==> src/rtl/float_vector_source.sv <==
// float_vector_source
// IEEE-754 single-precision vector stimulus generator. Fills a VLEN-element
// vector one element per clock from a fixed test table, an LFSR-driven stream
// of finite normal floats, or a table of IEEE special values. It then offers
// the finished vector through a valid/ready handshake and counts accepted vectors.

module float_vector_source #(
  parameter int          VLEN  = 4,
  parameter int          START = 0,
  parameter logic [31:0] SEED  = 32'hACE1_2024
) (
  input  logic              clk,
  input  logic              rst_n,
  input  logic              run,
  input  logic [1:0]        mode,
  input  logic              vec_ready,
  output logic [32*VLEN-1:0] vec,
  output logic              vec_valid,
  output logic [15:0]       vec_count
);

  // Element tracker width; a one-element vector still needs a 1-bit tracker.
  localparam int IDX_W = (VLEN > 1) ? $clog2(VLEN) : 1;
  localparam logic [IDX_W-1:0] LAST_IDX = IDX_W'(VLEN - 1);

  // Out-of-range start index and an all-zero seed fall back to safe values;
  // an all-zero Galois LFSR would lock up.
  localparam logic [3:0]  TPTR_INIT = ((START >= 0) && (START <= 10)) ? 4'(START) : 4'd0;
  localparam logic [31:0] SEED_INIT = (SEED == 32'd0) ? 32'hACE1_2024 : SEED;

  // x^32 + x^22 + x^2 + x + 1, right-shifting Galois form.
  localparam logic [31:0] LFSR_MASK = 32'h8020_0003;

  // Source encodings held in src_r (reserved mode 3 is folded to the table).
  localparam logic [1:0] SRC_TABLE   = 2'd0;
  localparam logic [1:0] SRC_RANDOM  = 2'd1;
  localparam logic [1:0] SRC_SPECIAL = 2'd2;

  typedef enum logic [1:0] {
    ST_IDLE = 2'd0,
    ST_FILL = 2'd1,
    ST_HOLD = 2'd2
  } state_t;

  state_t              state_r;
  logic [1:0]          src_r;
  logic [IDX_W-1:0]    idx_r;
  logic [3:0]          tptr_r;
  logic [2:0]          sptr_r;
  logic [31:0]         lfsr_r;
  logic [32*VLEN-1:0]  vec_r;
  logic                valid_r;
  logic [15:0]         count_r;

  logic [31:0]         gen_word_s;
  logic                last_elem_s;

  // Fixed 11-entry test table.
  function automatic logic [31:0] table_word(input logic [3:0] idx);
    logic [31:0] w;
    case (idx)
      4'd0:    w = 32'h404C_CCCC;  //  3.2
      4'd1:    w = 32'h4086_6666;  //  4.2
      4'd2:    w = 32'h3F28_F5C2;  //  0.66
      4'd3:    w = 32'h3F02_8F5C;  //  0.51
      4'd4:    w = 32'hBF00_0000;  // -0.5
      4'd5:    w = 32'hC0CC_CCCC;  // -6.4
      4'd6:    w = 32'h3E00_0000;  //  0.125
      4'd7:    w = 32'h41CC_CCCC;  //  25.6
      4'd8:    w = 32'hBDCC_CCCC;  // -0.1
      4'd9:    w = 32'h0000_0000;  //  0.0
      4'd10:   w = 32'h7F80_0000;  // +inf
      default: w = 32'h0000_0000;
    endcase
    return w;
  endfunction

  // IEEE special values: +/-0, +/-inf, qNaN, min subnormal, max normal, min normal.
  function automatic logic [31:0] special_word(input logic [2:0] idx);
    logic [31:0] w;
    case (idx)
      3'd0:    w = 32'h0000_0000;
      3'd1:    w = 32'h8000_0000;
      3'd2:    w = 32'h7F80_0000;
      3'd3:    w = 32'hFF80_0000;
      3'd4:    w = 32'h7FC0_0000;
      3'd5:    w = 32'h0000_0001;
      3'd6:    w = 32'h7F7F_FFFF;
      3'd7:    w = 32'h0080_0000;
      default: w = 32'h0000_0000;
    endcase
    return w;
  endfunction

  // Random word: exponent biased into 120..135 so the value is always a
  // finite normal number.
  function automatic logic [31:0] random_word(input logic       sign,
                                              input logic [3:0] exp_lo,
                                              input logic [22:0] man);
    logic [7:0] exp_v;
    exp_v = 8'd120 + {4'd0, exp_lo};
    return {sign, exp_v, man};
  endfunction

  // One right shift of the Galois LFSR.
  function automatic logic [31:0] lfsr_next(input logic [31:0] l);
    logic [31:0] n;
    if (l[0]) begin
      n = (l >> 1) ^ LFSR_MASK;
    end else begin
      n = l >> 1;
    end
    return n;
  endfunction

  // Reserved mode 3 behaves as the test table.
  function automatic logic [1:0] norm_mode(input logic [1:0] m);
    logic [1:0] r;
    if (m == 2'd3) begin
      r = SRC_TABLE;
    end else begin
      r = m;
    end
    return r;
  endfunction

  // Word produced by the currently latched source.
  always_comb begin
    gen_word_s = 32'd0;
    case (src_r)
      SRC_TABLE:   gen_word_s = table_word(tptr_r);
      SRC_RANDOM:  gen_word_s = random_word(lfsr_r[31], lfsr_r[26:23], lfsr_r[22:0]);
      SRC_SPECIAL: gen_word_s = special_word(sptr_r);
      default:     gen_word_s = table_word(tptr_r);
    endcase
  end

  // Flag for the element whose write completes the vector.
  always_comb begin
    if (idx_r == LAST_IDX) begin
      last_elem_s = 1'b1;
    end else begin
      last_elem_s = 1'b0;
    end
  end

  // Fill/hold sequencer with source pointers, vector register and counter.
  always_ff @(posedge clk or negedge rst_n) begin
    if (!rst_n) begin
      state_r <= ST_IDLE;
      src_r   <= SRC_TABLE;
      idx_r   <= '0;
      tptr_r  <= TPTR_INIT;
      sptr_r  <= 3'd0;
      lfsr_r  <= SEED_INIT;
      vec_r   <= '0;
      valid_r <= 1'b0;
      count_r <= 16'd0;
    end else begin
      case (state_r)
        ST_IDLE: begin
          if (run) begin
            src_r   <= norm_mode(mode);
            idx_r   <= '0;
            state_r <= ST_FILL;
          end
        end

        ST_FILL: begin
          for (int i = 0; i < VLEN; i++) begin
            if (idx_r == IDX_W'(i)) begin
              vec_r[32*i +: 32] <= gen_word_s;
            end
          end
          // Only the active source moves; the others keep their position.
          case (src_r)
            SRC_RANDOM:  lfsr_r <= lfsr_next(lfsr_r);
            SRC_SPECIAL: sptr_r <= sptr_r + 3'd1;
            default:     tptr_r <= (tptr_r == 4'd10) ? 4'd0 : (tptr_r + 4'd1);
          endcase
          if (last_elem_s) begin
            idx_r   <= '0;
            valid_r <= 1'b1;
            state_r <= ST_HOLD;
          end else begin
            idx_r   <= idx_r + IDX_W'(1);
          end
        end

        ST_HOLD: begin
          if (vec_ready) begin
            count_r <= count_r + 16'd1;
            valid_r <= 1'b0;
            idx_r   <= '0;
            if (run) begin
              src_r   <= norm_mode(mode);
              state_r <= ST_FILL;
            end else begin
              state_r <= ST_IDLE;
            end
          end
        end

        default: begin
          state_r <= ST_IDLE;
          valid_r <= 1'b0;
          idx_r   <= '0;
        end
      endcase
    end
  end

  assign vec       = vec_r;
  assign vec_valid = valid_r;
  assign vec_count = count_r;

endmodule
==> config.mk <==
export PLATFORM = sky130hd
export DESIGN_NAME = float_vector_source
export DESIGN_NICKNAME = d
export VERILOG_FILES = /design/src/rtl/float_vector_source.sv
export SDC_FILE = /design/constraint.sdc
export NUM_CORES = 1
export LEC_CHECK = 0
export CORE_MARGIN = 5
export CORE_UTILIZATION = 35
export CTS_BUF_LIST = sky130_fd_sc_hd__clkbuf_8 sky130_fd_sc_hd__clkbuf_16
export DETAILED_ROUTE_END_ITERATION = 8
export PLACE_DENSITY_LB_ADDON = 0.15
export SYNTH_ARGS = -nofsm -noshare
export SYNTH_HDL_FRONTEND = slang
export SYNTH_SLANG_ARGS = --single-unit
==> constraint.sdc <==
create_clock -name clk -period 3.6 [get_ports clk]
set_input_delay 0.72 -clock clk [delete_from_list [all_inputs] [get_ports clk]]
set_output_delay 0.72 -clock clk [all_outputs]
set_load 0.05 [all_outputs]
# ---- Word level (Yosys, flattened, before mapping)
# Memory sizes are Yosys's and may differ from the RTL's.
# Index checks and enable logic that the tools add are counted.
dict set report totals {
  regBits 190
  ramBits 0
  latch_bits 0
  elab_cells 72
  memories 3
  rom_bits 1184
}
dict set report op_classes {
  n_bitwise 3
  div 0
  n_mux 20
  shift 0
  magnitude_cmp 0
  n_reduce_logical 17
  add_sub_neg 5
  eq_ne 12
  mul 0
}
# memory words width read_ports rd_ports_with_merged_regs wr line
set mem_list {}
lappend mem_list {{(no name shown)} 16 29 1 0 0 61} ;# case (idx)
lappend mem_list {{(no name shown)} 16 29 1 0 0 61}
lappend mem_list {{(no name shown)} 8 32 1 0 0 81} ;# case (idx)
# op count
set op_table {}
lappend op_table {{$pmux 32 s3} 1}
lappend op_table {{$mux 32} 1}
lappend op_table {{$reduce_and 2->1} 10}
lappend op_table {{$mux 2} 9}
lappend op_table {{$add 16x1->16 const B} 1}
lappend op_table {{$pmux 2 s3} 2}
lappend op_table {{$eq 2x2->1 const B} 5}
lappend op_table {{$add 7x4->8 const A} 1}
lappend op_table {{$eq 2x1->1 const B} 3}
lappend op_table {{$logic_not 2->1} 3}
lappend op_table {{$ne 2x2->1 const B} 3}
lappend op_table {{$reduce_and 3->1} 2}
lappend op_table {{$add 4x1->4 const B} 1}
lappend op_table {{$eq 4x4->1 const B} 1}
lappend op_table {{$mux 1} 4}
lappend op_table {{$mux 4} 1}
lappend op_table {{$not 3->4} 1}
lappend op_table {{$pmux 2 s2} 1}
lappend op_table {{$add 3x1->3 const B} 1}
lappend op_table {{$pmux 1 s3} 1}
lappend op_table {{$add 2x1->2 const B} 1}
lappend op_table {{$not 1->1} 2}
lappend op_table {{$reduce_bool 2->1} 1}
lappend op_table {{$reduce_or 2->1} 1}

# ---- Depth between registers and ports, before layout
# Gate-level depths: netlist of the first run.
dict set report logic_depth {
  ltp_word 5
  mapped_depth 8
  ltp_nobuf 6
}

# ---- Worst setup path after synthesis of the first run
# Ideal clock, no wire load.
dict set report synth_timing {
  path_type {reg-to-reg}
  start {register tptr_r[0]}
  end {register vec_r[3], in the netlist vec[3]}
  path_slack_ps 1819
  arrival_ps 1698
  path_buffers 1
  required_ps 3517
  setup_ps 83
  stages_incl_launch_ff 8
  cell_sequence {dfrtp_1 buf_2 inv_1 ha_1 or2_2 a21oi_1 o21ai_1 o21ai_0}
}
dict set report synth_between {
  elab_chain_len 2
  elab_cells_between_ends 3
}
# item line
set synth_rtl {}
lappend synth_rtl {{from (decl)} 48} ;# logic [3:0] tptr_r;
lappend synth_rtl {{from (signal assigned)} 179} ;# default: tptr_r <= (tptr_r == 4'd10) ? 4'd0 : (tptr_r + 4'd1);
lappend synth_rtl {{$mem_v2 16x29} -}
lappend synth_rtl {{$pmux 32 s3 (*)} 130} ;# case (src_r)
lappend synth_rtl {{to (signal, indexed assignment)} 172} ;# vec_r[32*i +: 32] <= gen_word_s;
lappend synth_rtl {{to (decl)} 51} ;# logic [32*VLEN-1:0] vec_r;
# Mark *: on every way between the ends. The rest lies on a longest branch, timed or not.
# A chain may end at the register's enable or synchronous reset.

# ---- Final worst setup path of the first run
dict set report layout_timing {
  start {register count_r[2], in the netlist vec_count[2]}
  end {output port vec_count[2]}
}
# item line
set layout_rtl {}
lappend layout_rtl {{from (decl)} 53} ;# logic [15:0] count_r;
lappend layout_rtl {{from (signal assigned)} 192} ;# count_r <= count_r + 16'd1;
lappend layout_rtl {{to (decl)} 19} ;# output logic [15:0] vec_count
# No word-level cell between the ends.

==> out/metrics.cfg, run 1 <==
[clock_tree]
insertion_delay_ns = 0.42
cts_num_sinks = 178
cts_tree = yes
cts_resized = 0
htreeDepth = 4
cts.clk_slew.worst_paths_ns = 0.07
post-cts-setup-buffers = 0
root_buffer = clkbuf_16
hold_buffers = 0
clk_path_buf_depth = 2
numCtsBuffers = 17

[sta]
setup_tns_ns = 0
maxSlewViolCount = 0
layout_min_cycle_time_ns = 2.47
relSlewSlack = 0.244
setup_viol = 0
rsz0062_at_grt = no
tightestPinTransition_ns = 1.13
fin_skew_ns = 0.0125
period_share = 0.685
fmax_mhz = 405
finalHoldViolCount = 0

[critical_path]
crit_slowest_cell = clkdlybuf4s50_1
crit_type = register to output pin
critPathTopFamily = buffers and inverters
slowest_delay_ns = 0.85
cp_data_arrival_time_ns = 1.75
worst-path-buf-inv = 1
crit_required_ns = 2.88
start_kind = register
crit_chain = clkdlybuf4s50_1
cp-end-kind = output pin
crit_fanout = 5

[global_routing]
grt_pass1_wl_mm = 32.1
antenna_found_initial = 0
grt_pass1_vias = 5425
grt_max_degree = 74
grt_overflow = 0
grtUsageTotal = 0.157

[outcome]
status = finished clean

[detailed_routing]
wl_met2_mm = 8.62
vias = 5508
met1Wirelength_mm = 9.63
drt-pass1-iter-count = 5
drt_iter0_markers = 285
via_per_inst = 4.78
wl_met3_um = 848
antenna_left = 0
top_layer = met4
wl_per_cell_um = 16.8
wl_mm = 19.3
drc = 0

[die]
io_pins = 151
die_w_um = 159
die_area_mm2 = 0.0253
start_util = 0.355
core_area_mm2 = 0.0219
placementRows = 54
chipHeight_um = 159

[synth]
synth_nets = 766
synth_seq_area_share = 0.574
yosys_warnings = 0
ys_types = 47
syn_area_mm2 = 0.00778
syn_inst = 742
syn_area_per_cell_um2 = 10.5
yosys_register_bits = 178

[power]
p_leak_nw = 4.41
ir_drop_mv = 0.344
power_density_mw_per_mm2 = 1020
power_w = 0.0102

[finish]
fin_nets = 885
layout_commonest_cell = nand2_1
post-route-util = 0.455
fillers = 2114
antennaDiodeCount = 0
syn2layout_area_growth_pct = 28.0
drive_gt1_frac = 0.111
final_cell_mix = nand2_1, dfrtp_1, clkdlybuf4s50_1, o21ai_0, a21oi_1

[job]
cap_violations = 0

[hold_path]
min_path_type = input port to asynchronous set/reset pin

[placed_design]
port_buffers = 150
gp_congestion = 0.785
detailed_place_hpwl_mm = 13.8

metrics by stage:
step	worst slack (ns)	std cells	hold WS, ns	instance area [um2]
3_5_place_dp	1.22	1122	0.463	9360
2_1_floorplan	1.82	742	0.424	7780
4_1_cts	1.12	1153	0.344	9960
6_report	1.13	1153	0.319	9960
3_3_place_gp	1.27	1122	0.461	9360
5_1_grt	1.02	1153	0.357	9960
cell usage after synthesis (all sizes together):
cell,n,share of area
and4,3,0.0034
a31oi,6,0.0056
or2,6,0.0048
nand3b,4,0.0039
and3,1,0.00080
nor3,6,0.0058
a22o,1,0.0011
inv,14,0.0068
o2bb2ai,4,0.0045
clkbuf,17,0.0082
and3b,2,0.0023
a32o,1,0.0013
buf,38,0.036
o21ai,141,0.091
o211ai,2,0.0019
mux2,31,0.057
nand3,8,0.0051
xor2,7,0.0079
nand4,3,0.0051
ha,18,0.029
o21bai,2,0.0019
nand2,182,0.089
dfstp,11,0.037
o22ai,1,0.00080
a21o,1,0.00097
xnor2,13,0.015
nor2,6,0.0029
a22oi,1,0.00097
o21a,1,0.00097
a21oi,30,0.019
o31ai,2,0.0019
nand2b,9,0.0072
dfrtp,167,0.54
a221oi,1,0.0011
and2b,1,0.00097
mux2i,1,0.0013
cells by family after synthesis:
logic type,share of synthesized area
and+or+nand+nor,0.131
AOI/OAI and AO/OA,0.133
muxes,0.0587
xor gates and xnor gates,0.0225
adders and majority gates,0.0289
DFF,0.574
buffers and inverters,0.0511
where the power goes:
part           leakage (nW)  switching [W]  internal (W)
logic                  1.79        0.00377       0.00152
registers              2.33       0.000449       0.00255
clock network         0.288       0.000815       0.00110
total                  4.41        0.00504       0.00517
per-layer routing:
metal / vias to the layer above / global-route usage
met1: 2636 / 0.233
met4: 0 / 0.0368
li1: 2728 / -
met3: 16 / 0.0386
met2: 128 / 0.231
met5: - / 0
state kept, by name, summed over array words and instances (netlist names):
register / count
tptr_r: 4
src_r: 2
idx_r: 2
vec_valid: 1
lfsr_r: 32
vec: 116
sptr_r: 3
state_r: 2
vec_count: 16
area by class of cell:
type | instances | area (um2) | area share
flip-flops and latches | 178 | 4470 | 0.449
inverters | 14 | 52.6 | 0.00528
clock buffers | 17 | 425 | 0.0427
well taps | 280 | 350 | 0.0352
clock inverters | 14 | 178 | 0.0178
repair buffers | 155 | 1570 | 0.157
multi-input cells | 495 | 2920 | 0.293
final timing paths:
kind,from,to,slack (ns),depth (start not counted)
setup / recovery,vec_count[2]$_DFFE_PN0P_,vec_count[2],1.13,1
hold / removal,rst_n,vec_count[14]$_DFFE_PN0P_,0.32,1
setup reg to reg,src_r[0]$_DFFE_PN0P_,vec[103]$_DFFE_PN0P_,1.19,5
hold reg to reg,vec_count[15]$_DFFE_PN0P_,vec_count[15]$_DFFE_PN0P_,0.47,1
max in group asynchronous,rst_n,lfsr_r[13]$_DFFE_PN1P_,2.48,2
min in group clk,vec_count[15]$_DFFE_PN0P_,vec_count[15]$_DFFE_PN0P_,0.47,1
Power figures use the tool's default switching activity.
==> inputs of run 2 (changes only) <==
==> constraint.sdc (replaced) <==
create_clock -name clk -period 2.2 [get_ports clk]
set_input_delay 0.44 -clock clk [delete_from_list [all_inputs] [get_ports clk]]
set_output_delay 0.44 -clock clk [all_outputs]
set_load 0.05 [all_outputs]
==> run 2 against run 1 <==
Effect of this change: clock-buffer cell count grew 2; critical path type unchanged; via count grew 1.9%; largest power group unchanged; highest routed layer unchanged; die area did not move.
==> out/metrics.cfg, run 2 (synthesis results as in run 1) <==
[clock_tree]
numCtsBuffers = 17
cts_num_sinks = 178
clk_path_buf_depth = 2
root_buffer = clkbuf_16
cts.clk_slew.worst_paths_ns = 0.07
htreeDepth = 4
post-cts-setup-buffers = 0
insertion_delay_ns = 0.44
cts_tree = yes

[detailed_routing]
drc = 0
wl_mm = 20.0
via_per_inst = 4.75
wl_per_cell_um = 17.0
vias = 5612
drt_iter0_markers = 330
drt-pass1-iter-count = 5
antenna_left = 0

[critical_path]
crit_chain = clkdlybuf4s50_1
path_depth = 1
crit_fanout = 5
rr_worst_depth = 5
reg2reg_setup_slack_ns = 0.18
crit_required_ns = 1.76
crit_type = register to output pin
slowest_delay_ns = 0.84
start_kind = register
cp_data_arrival_time_ns = 1.71
worst-path-buf-inv = 1
cp-end-kind = output pin
critPathTopFamily = buffers and inverters
crit_slowest_cell = clkdlybuf4s50_1

[sta]
fin_skew_ns = 0.00962
fmax_mhz = 465
rsz0062_at_grt = yes
tightestPinTransition_ns = 0.649
holdWs_ns = 0.472
period_share = 0.978
maxSlewViolCount = 0
setup_tns_ns = 0
layout_min_cycle_time_ns = 2.15
relSlewSlack = 0.563
setup_viol = 0
finalHoldViolCount = 0

[die]
die_area_mm2 = 0.0253
placementRows = 54
start_util = 0.355
io_pins = 151
core_area_mm2 = 0.0219
die_w_um = 159
chipHeight_um = 159

[finish]
final_cell_mix = nand2_1, dfrtp_1, clkdlybuf4s50_1, o21ai_0, a21oi_1
fin_nets = 913
drive_gt1_frac = 0.139
largest_reg_flops = 116
final_cells = 1182
syn2layout_area_growth_pct = 32.3
antennaDiodeCount = 0
layout_commonest_cell = nand2_1

[placed_design]
post-place-cells = 1149
port_buffers = 150
gp_congestion = 0.803
detailed_place_hpwl_mm = 14.4

[power]
p_leak_nw = 4.68
ir_drop_mv = 0.624
power_w = 0.0174
power_density_mw_per_mm2 = 1690

[hold_path]
min_path_type = register to register
worstHoldPathCells = 1

[job]
cap_violations = 0

[global_routing]
grt_overflow = 0
grt_max_degree = 60
grt_pass1_wl_mm = 32.4
grtUsageTotal = 0.159
antenna_found_initial = 0
grt_pass1_vias = 5507

[outcome]
status = finished clean

run 2: routing by layer:
layer  vias to the layer above  GRT usage  share of wire
li1                       2791          -              -
met4                         0     0.0384         0.0080
met3                        14     0.0396          0.042
met1                      2692      0.226           0.48
met2                       115      0.246           0.47
met5                         -          0              0
run 2: layout make-up:
cell class / count / area, um2
Inverter: 14 / 52.6
Tap cell: 280 / 350
Timing Repair Buffer: 183 / 1840
Sequential cell: 178 / 4470
Multi-Input combinational cell: 495 / 2930
Clock inverter: 13 / 201
Fill cell: 2095 / 11600
Clock buffer: 19 / 453
run 2: metrics by stage:
step / instance area (um2) / util / setup slack (ns)
2_1_floorplan: 7780 / - / 0.419
3_3_place_gp: 9610 / 0.439 / 0.225
3_5_place_dp: 9610 / 0.439 / 0.156
4_1_cts: 10300 / 0.469 / 0.0154
5_1_grt: 10300 / 0.470 / -0.00498
6_report: 10300 / 0.470 / 0.0478
run 2: timing repair:
action                                  4_1_cts  5_1_grt
gates resized for setup                       1        6
endpoints found under the hold margin        29        0
hold buffers                                  1        0
endpoints found under the setup margin        1       10
pin swaps                                     0        0
run 2: final timing paths:
check / startpoint / to
setup / recovery: vec[61]$_DFFE_PN0P_ / vec[61]
hold reg to reg: vec_count[15]$_DFFE_PN0P_ / vec_count[15]$_DFFE_PN0P_
max in group asynchronous: rst_n / lfsr_r[16]$_DFFE_PN1P_
setup reg to reg: src_r[0]$_DFFE_PN0P_ / vec[110]$_DFFE_PN0P_
min in group asynchronous: rst_n / vec[34]$_DFFE_PN0P_
hold / removal: vec_count[15]$_DFFE_PN0P_ / vec_count[15]$_DFFE_PN0P_
run 2: power breakdown:
| group | switching [W] | internal, W |
|---|---|---|
| combinational | 0.00642 | 0.00289 |
| clock | 0.00134 | 0.00199 |
| sequential | 0.000601 | 0.00417 |
==> inputs of run 3 (changes only) <==
--- a/config.mk
+++ b/config.mk
@@ -6,10 +6,11 @@
 export NUM_CORES = 1
 export LEC_CHECK = 0
 export CORE_MARGIN = 5
-export CORE_UTILIZATION = 35
+export CORE_UTILIZATION = 47
 export CTS_BUF_LIST = sky130_fd_sc_hd__clkbuf_8 sky130_fd_sc_hd__clkbuf_16
 export DETAILED_ROUTE_END_ITERATION = 8
 export PLACE_DENSITY_LB_ADDON = 0.15
+export SETUP_SLACK_MARGIN = 0.02
 export SYNTH_ARGS = -nofsm -noshare
 export SYNTH_HDL_FRONTEND = slang
 export SYNTH_SLANG_ARGS = --single-unit
==> run 3 against run 2 <==
Effect of this change: clock-buffer cell count shrank 2; core utilization increased by 15 points; first-iteration DRC count up 28%; cell count is 5.7% lower; maximum frequency up 0.90%; clock skew fell by 0.0010 ns; sequential power up 1%; clock power decreased by 8.4%; via count grew 2.5%; register-to-register slack worse by 0.03 ns; global-route usage is 4.8 points higher; largest power group unchanged; highest routed layer unchanged.
==> out/metrics.cfg, run 3 (synthesis results as in run 1) <==
[detailed_routing]
drt-pass1-iter-count = 5
vias = 5753
drc = 0
wl_per_cell_um = 17.4
via_per_inst = 5.16
wl_mm = 19.4
drt_iter0_markers = 423
antenna_left = 0

[finish]
post-route-util = 0.618
largest_reg_flops = 116
layout_commonest_cell = nand2_1
final_cell_mix = nand2_1, dfrtp_1, clkdlybuf4s50_1, o21ai_0, a21oi_1
drive_gt1_frac = 0.132
fin_nets = 906
syn2layout_area_growth_pct = 30.3
antennaDiodeCount = 0

[power]
power_density_mw_per_mm2 = 1680
p_leak_nw = 4.72
ir_drop_mv = 0.798
power_w = 0.0171

[sta]
tightestPinTransition_ns = 0.734
holdWs_ns = 0.470
period_share = 0.969
layout_setup_ws_ns = 0.0671
fin_skew_ns = 0.00858
rsz0062_at_grt = no
setup_viol = 0
setup_tns_ns = 0
finalHoldViolCount = 0
fmax_mhz = 469
maxSlewViolCount = 0
relSlewSlack = 0.505
layout_min_cycle_time_ns = 2.13

[critical_path]
crit_chain = clkdlybuf4s50_1
critPathTopFamily = buffers and inverters
crit_fanout = 5
start_kind = register
cp-end-kind = output pin
r2r_start = src_r[0]$_DFFE_PN0P_
startpoint = vec[125]$_DFFE_PN0P_
crit_slowest_cell = clkdlybuf4s50_1
slowest_delay_ns = 0.84
worst-path-buf-inv = 1
crit_type = register to output pin
crit_required_ns = 1.76
cp_data_arrival_time_ns = 1.69

[die]
die_area_mm2 = 0.0192
io_pins = 151
chipHeight_um = 139
core_area_mm2 = 0.0164
start_util = 0.474
die_w_um = 139
placementRows = 47

[clock_tree]
cts_tree = yes
root_buffer = clkbuf_16
htreeDepth = 4
post-cts-setup-buffers = 0
numCtsBuffers = 17
clk_path_buf_depth = 2
cts_num_sinks = 178
cts.clk_slew.worst_paths_ns = 0.07
insertion_delay_ns = 0.43

[placed_design]
port_buffers = 150
detailed_place_hpwl_mm = 14.3
gp_congestion = 0.937
pre_cts_slack_ns = 0.175

[global_routing]
antenna_found_initial = 0
grt_pass1_vias = 5671
grt_overflow = 0
grtUsageTotal = 0.207
grt_max_degree = 59
grt_pass1_wl_mm = 32.0

[hold_path]
min_path_type = register to register
hp-start = vec_count[15]$_DFFE_PN0P_

[outcome]
status = finished clean

[job]
cap_violations = 0

[run 3: changes by cell type in the layout (fill, tap and decap cells not counted), moves of 5 or more]
cell / change
dlymetal6s2s_1: +5
clkdlybuf4s50_1: -11
dlygate4sd2_1: +5
buf_4: -8
[run 3: what timing repair did]
action / in CTS / in global routing
hold buffers: 1 / 0
hold endpoints to repair: 38 / 0
endpoints found under the setup margin: 7 / 13
resized for setup: 6 / 10
pin swaps: 0 / 0
[run 3: final timing paths]
kind | end | slack, ns | cells after the start
worst max-delay path | vec[122] | 0.07 | 1
worst min-delay path | vec_count[15]$_DFFE_PN0P_ | 0.47 | 1
worst max register to register | vec[126]$_DFFE_PN0P_ | 0.15 | 5
worst min register to register | vec_count[15]$_DFFE_PN0P_ | 0.47 | 1
max in group asynchronous | lfsr_r[16]$_DFFE_PN1P_ | 1.01 | 3
min in group asynchronous | vec_count[11]$_DFFE_PN0P_ | 0.51 | 2
[run 3: layout make-up]
type	instances	area, um2
Fill cell	1302	6270
Sequential cell	178	4470
Multi-Input combinational cell	495	2920
Timing Repair Buffer	176	1820
Clock buffer	17	425
Tap cell	220	275
Clock inverter	15	179
Inverter	14	52.6
[run 3: power by group]
part	internal [W]	leakage (nW)	switching [W]
Sequential	0.00418	2.33	0.000673
Clock	0.00171	0.301	0.00133
Combinational	0.00276	2.09	0.00641
Total	0.00864	4.72	0.00841
[run 3: per-stage QoR]
step | std cells | cell area (um2)
3_3_place_gp | 1082 | 9510
6_report | 1115 | 10100
5_1_grt | 1115 | 10100
2_1_floorplan | 742 | 7780
4_1_cts | 1115 | 10100
3_5_place_dp | 1082 | 9510
[run 3: layer usage]
metal | wire, um | vias to the layer above | GRT usage
met4 | 241 | 0 | 0.0577
met2 | 9450 | 168 | 0.338
met5 | 0 | - | 0
li1 | - | 2777 | -
met1 | 8680 | 2788 | 0.280
met3 | 1050 | 20 | 0.0497
